[src/rtl/hilo_muldiv_unit.sv]
// Iterative 32-bit multiply/divide unit owning the HI/LO registers.
// Shift-add multiply and restoring divide, one bit per cycle over 32 cycles.
module hilo_muldiv_unit (
    input  logic        clk,
    input  logic        reset,
    input  logic        start,
    input  logic [1:0]  op,
    input  logic [31:0] rs_val,
    input  logic [31:0] rt_val,
    input  logic        hi_we,
    input  logic        lo_we,
    input  logic [31:0] wdata,
    output logic        busy,
    output logic        done,
    output logic [31:0] hi,
    output logic [31:0] lo
);
    typedef enum logic {IDLE = 1'b0, RUN = 1'b1} state_t;

    state_t      state_q, state_d;
    logic [4:0]  cnt_q, cnt_d;
    logic [63:0] acc_q, acc_d;
    logic [31:0] opnd_q, opnd_d;
    logic        div_q, div_d;
    logic        neg_res_q, neg_res_d;
    logic        neg_rem_q, neg_rem_d;
    logic        dz_q, dz_d;
    logic [31:0] hi_q, hi_d;
    logic [31:0] lo_q, lo_d;
    logic        done_q, done_d;

    function automatic logic [31:0] neg32(input logic [31:0] v);
        return ~v + 32'd1;
    endfunction

    logic        sgn_s;
    logic [31:0] rs_abs_s, rt_abs_s;
    logic [32:0] mul_sum_s;
    logic [32:0] rem_cand_s;
    logic        rem_ge_s;
    logic [31:0] rem_diff_s;
    logic [63:0] step_s;

    assign sgn_s    = ~op[0];
    assign rs_abs_s = (sgn_s && rs_val[31]) ? neg32(rs_val) : rs_val;
    assign rt_abs_s = (sgn_s && rt_val[31]) ? neg32(rt_val) : rt_val;

    // Multiply keeps {partial product, remaining multiplier}; divide keeps {remainder, dividend/quotient}.
    assign mul_sum_s  = {1'b0, acc_q[63:32]} + (acc_q[0] ? {1'b0, opnd_q} : 33'd0);
    assign rem_cand_s = acc_q[63:31];
    assign rem_ge_s   = (rem_cand_s >= {1'b0, opnd_q});
    assign rem_diff_s = rem_cand_s[31:0] - opnd_q;
    assign step_s     = div_q ? (rem_ge_s ? {rem_diff_s, acc_q[30:0], 1'b1}
                                          : {rem_cand_s[31:0], acc_q[30:0], 1'b0})
                              : {mul_sum_s, acc_q[31:1]};

    // Next-state, iteration and HI/LO update logic.
    always_comb begin
        state_d   = state_q;
        cnt_d     = cnt_q;
        acc_d     = acc_q;
        opnd_d    = opnd_q;
        div_d     = div_q;
        neg_res_d = neg_res_q;
        neg_rem_d = neg_rem_q;
        dz_d      = dz_q;
        hi_d      = hi_q;
        lo_d      = lo_q;
        done_d    = 1'b0;
        case (state_q)
            IDLE: begin
                if (hi_we) begin
                    hi_d = wdata;
                end else begin
                    hi_d = hi_q;
                end
                if (lo_we) begin
                    lo_d = wdata;
                end else begin
                    lo_d = lo_q;
                end
                if (start) begin
                    state_d   = RUN;
                    cnt_d     = 5'd0;
                    div_d     = op[1];
                    neg_res_d = sgn_s & (rs_val[31] ^ rt_val[31]);
                    neg_rem_d = sgn_s & rs_val[31];
                    dz_d      = op[1] & (rt_val == 32'd0);
                    if (op[1]) begin
                        acc_d  = {32'd0, rs_abs_s};
                        opnd_d = rt_abs_s;
                    end else begin
                        acc_d  = {32'd0, rt_abs_s};
                        opnd_d = rs_abs_s;
                    end
                end else begin
                    state_d = IDLE;
                end
            end
            RUN: begin
                acc_d = step_s;
                cnt_d = cnt_q + 5'd1;
                if (cnt_q == 5'd31) begin
                    state_d = IDLE;
                    done_d  = 1'b1;
                    if (div_q) begin
                        // A zero divisor yields all-ones quotient regardless of operand signs.
                        lo_d = dz_q ? 32'hFFFF_FFFF
                                    : (neg_res_q ? neg32(step_s[31:0]) : step_s[31:0]);
                        hi_d = neg_rem_q ? neg32(step_s[63:32]) : step_s[63:32];
                    end else begin
                        {hi_d, lo_d} = neg_res_q ? (~step_s + 64'd1) : step_s;
                    end
                end else begin
                    state_d = RUN;
                end
            end
            default: begin
                state_d = IDLE;
            end
        endcase
    end

    // State register with synchronous reset.
    always_ff @(posedge clk) begin
        if (reset) begin
            state_q   <= IDLE;
            cnt_q     <= 5'd0;
            acc_q     <= 64'd0;
            opnd_q    <= 32'd0;
            div_q     <= 1'b0;
            neg_res_q <= 1'b0;
            neg_rem_q <= 1'b0;
            dz_q      <= 1'b0;
            hi_q      <= 32'd0;
            lo_q      <= 32'd0;
            done_q    <= 1'b0;
        end else begin
            state_q   <= state_d;
            cnt_q     <= cnt_d;
            acc_q     <= acc_d;
            opnd_q    <= opnd_d;
            div_q     <= div_d;
            neg_res_q <= neg_res_d;
            neg_rem_q <= neg_rem_d;
            dz_q      <= dz_d;
            hi_q      <= hi_d;
            lo_q      <= lo_d;
            done_q    <= done_d;
        end
    end

    assign busy = (state_q == RUN);
    assign done = done_q;
    assign hi   = hi_q;
    assign lo   = lo_q;
endmodule

[config.mk]
export PLATFORM = sky130hd
export DESIGN_NAME = hilo_muldiv_unit
export DESIGN_NICKNAME = d
export VERILOG_FILES = /design/src/rtl/hilo_muldiv_unit.sv
export SDC_FILE = /design/constraint.sdc
export NUM_CORES = 1
export LEC_CHECK = 0
export CORE_ASPECT_RATIO = 0.5
export CORE_UTILIZATION = 45
export DETAILED_ROUTE_END_ITERATION = 10
export PLACE_DENSITY_LB_ADDON = 0.25
export SLEW_MARGIN = 15
export SYNTH_ARGS = -nofsm -noshare
export SYNTH_HDL_FRONTEND = slang
export SYNTH_SLANG_ARGS = --single-unit
export TNS_END_PERCENT = 100
[constraint.sdc]
create_clock -name clk -period 6.2 [get_ports clk]
set_input_delay 1.55 -clock clk [delete_from_list [all_inputs] [get_ports clk]]
set_output_delay 1.55 -clock clk [all_outputs]
set_load 0.02 [all_outputs]
==> results by group <==
Logic synthesis
  • Top cell type's share of synthesized area: 21.9%
  • Mapped Nets: 2354
  • Synthesized area per cell: 7.17 sq um
  • Most common cell in the netlist: nand2_1
  • Commonest cells in the netlist: nand2_1, nor2_1, a21oi_1
  • Warnings, synthesis: 0
  • EDFF count, synth: 0
  • Synth area leaders: dfxtp_1, a21oi_1, nand2_1
  • Register area share after synthesis: 21.9%
  • Synth async-reset ratio: 0%
  • Largest area contributor in the netlist: dfxtp_1
  • Yosys cell types: 85
  • Top FF cell, synth: dfxtp_1
  • Syn Inst Count: 2179
  • Mapped Area: 15600 sq um
  • Yosys reg bits: between 150 and 200

Outcome
  • Status: complete, no violations

Worst hold path
  • Hold Path Class: flip-flop to flip-flop
  • Hold path depth: 2

Global routing
  • Global-route wire length before repair: approximately 90000 um
  • Vias in the first global route: ~15000
  • Antenna violations before repair: 4
  • Largest net degree at the start of global routing: 93
  • GRT overflow: 0
  • GRT Resource Usage Total: 33.9%

Clocking
  • Clock root buffer: clkbuf_16
  • Setup Buffers After CTS: 0
  • CTS tree: yes
  • Hold bufs inserted after CTS: 0
  • PostCTS Resize Cnt: 0
  • Clk_lat worst skew: 0.46 ns
  • Clock Tree Buf Depth: 2
  • H-tree Lvls: 4
  • Clk slew on worst S/H paths: 0.07 ns
  • CTS buffer count: 17
  • Clk sink count: 171

Routing
  • Detailed Route WL: around 61000 um
  • Vias per Instance: 6.30
  • Final ANT Viol Nets: 0
  • 1st-iter DRT viols: approximately 2300
  • Wire length per cell: 22.1 um
  • First-pass iteration count of the detailed router: 5
  • Residual DRC: 0
  • Vias: ~17000

Floorplanning
  • Die area: 35500 sq um
  • Die Span Y: 134 um
  • Core area: 33600 sq um
  • Chip width: ~270 um
  • Num ports: 169
  • Initial Util: 46.5%
  • Site row count: 47

Place
  • GP Congestion: 1.01
  • Hpwl dp: 47200 um
  • Number of buffers added on ports: roughly 170

Critical path
  • Worst EP arrival: ~6.2 ns
  • Crit Path Max Fanout: 35
  • Crit end category: flip-flop
  • CP required: 6.53 ns
  • Reg2Reg Depth: 17
  • CP Launch Type: flip-flop
  • Crit path kind: flip-flop to flip-flop

Timing
  • Final Hold Fails: 0
  • # setup viols final: 0
  • Unrepaired setup endpoints after global routing: false
  • Worst Tran Pin Value: 1.26 ns
  • Slew Limit Fails: 0
  • Slew headroom: between 10% and 20%
  • Setup TNS: 0 ns
  • Fmax achieved: 0.170 GHz
  • Min cycle time layout: 5.87 ns
  • Crit share post-route: between 90 and 100%
  • Worst Clk Skew: 0.0114 ns

Layout
  • # fillers: 3238
  • Multi-input gate area: 11300 sq um
  • Util after Layout: 54.3%
  • Flip-flop and latch area: around 3400 sq um
  • Layout area overhead: 16.8%
  • Share of cells above drive strength 1: under 10%
  • Total Nets Final: 2433

Job
  • Max_cap viols: 0

Power and ir drop
  • Max VDD drop: 0.199 mV
  • Lkg Pwr: 7.19 nW
  • PwrDens: 212 nW/um^2
-- critical path, stage by stage, from the launching register on --
cell and delay (ns):
dfxtp_1 1.15, and2_1 0.25, ha_1 0.19, inv_1 0.06
fa_1 0.38, nor2b_1 0.21, o31a_1 0.31, o21ai_1 0.21
o31ai_1 0.30, xnor2_1 0.17, o22a_1 0.15, o21ai_1 0.16
or4_1 0.66, or3_4 0.41, or4_1 0.50, o41ai_2 0.28
xor2_1 0.22, o22ai_1 0.11
-- final timing paths --
check / start / to / slack [ns]
worst min-delay path: hi[1] / hi[1] / 0.46
worst max-delay path: acc_q[0] / hi[31] / 0.33
worst min register to register: hi[1] / hi[1] / 0.46
worst max register to register: acc_q[0] / hi[31] / 0.33
-- cell usage in the layout (no fill, tap or decap), types with 25 or more instances in the layout --
| master | n |
|---|---|
| nand2_1 | 239 |
| nor2_1 | 223 |
| a21oi_1 | 181 |
| dfxtp_1 | 169 |
| clkdlybuf4s50_1 | 166 |
| a211oi_1 | 114 |
| o21ai_0 | 107 |
| xor2_1 | 80 |
| xnor2_1 | 77 |
| inv_1 | 76 |
| ha_1 | 70 |
| nor3_1 | 62 |
| mux2i_1 | 57 |
| buf_4 | 51 |
| and3_1 | 41 |
| nand3_1 | 40 |
| and2_1 | 39 |
| o211ai_1 | 37 |
| a311oi_1 | 29 |
| a31oi_1 | 25 |
-- stage by stage --
step                worst slack (ns)  instance area (sq um)  hold slack (ns)  power (mW)  cells
CTS                            0.500                  18200            0.460        3.82   2736
floorplan                      0.796                  15600            0.440        2.15   2179
detailed placement             0.552                  17600            0.444        2.67   2704
global route                  0.0648                  18200            0.486        4.02   2736
global placement               0.605                  17600            0.442        2.66   2704
finish                         0.328                  18200            0.460        3.86   2737
-- per-layer routing --
layer,GRT usage [%],up-vias,part of all wire [%]
met5,0.811,-,0.11
met2,48.0,896,40
met3,8.61,85,12
met4,8.19,6,1.9
li1,-,8104,-
met1,50.1,8157,45
-- sequential cells by signal, summed over array words and instances (netlist names) --
name and flops:
acc_q 64, hi 32, lo 32, opnd_q 32, cnt_q 5, busy 1, div_q 1, done 1
dz_q 1, neg_rem_q 1, neg_res_q 1
-- kinds of logic (layout without fill, tap and decap cells) --
logic type | count (synthesis) | count (layout) | share of synthesized area (%)
compound gates | 691 | 691 | 29.5
mux | 62 | 62 | 4.01
flops | 171 | 171 | 21.9
simple gates | 789 | 789 | 23.8
xor+xnor | 157 | 157 | 8.80
buf+inv | 237 | 329 | 6.05
fa+ha+maj | 72 | 72 | 5.86
other cells | 0 | 1 | 0
-- power by group --
part,total [mW],internal (mW),switching (mW),leakage [nW]
Combinational,1.44,0.536,0.900,5.48
Clock,1.17,0.661,0.509,0.299
Sequential,1.26,1.17,0.0846,1.41
-- layout make-up --
| class | instances | area share [%] |
|---|---|---|
| Sequential cell | 171 | 18.8 |
| Tap cell | 465 | 3.19 |
| Inverter | 79 | 1.63 |
| Timing Repair Buffer | 218 | 11.2 |
| Clock inverter | 12 | 0.885 |
| Multi-Input combinational cell | 1771 | 61.8 |
| Antenna cell | 1 | 0.0137 |
| Clock buffer | 20 | 2.50 |
Power figures use the tool's default switching activity.
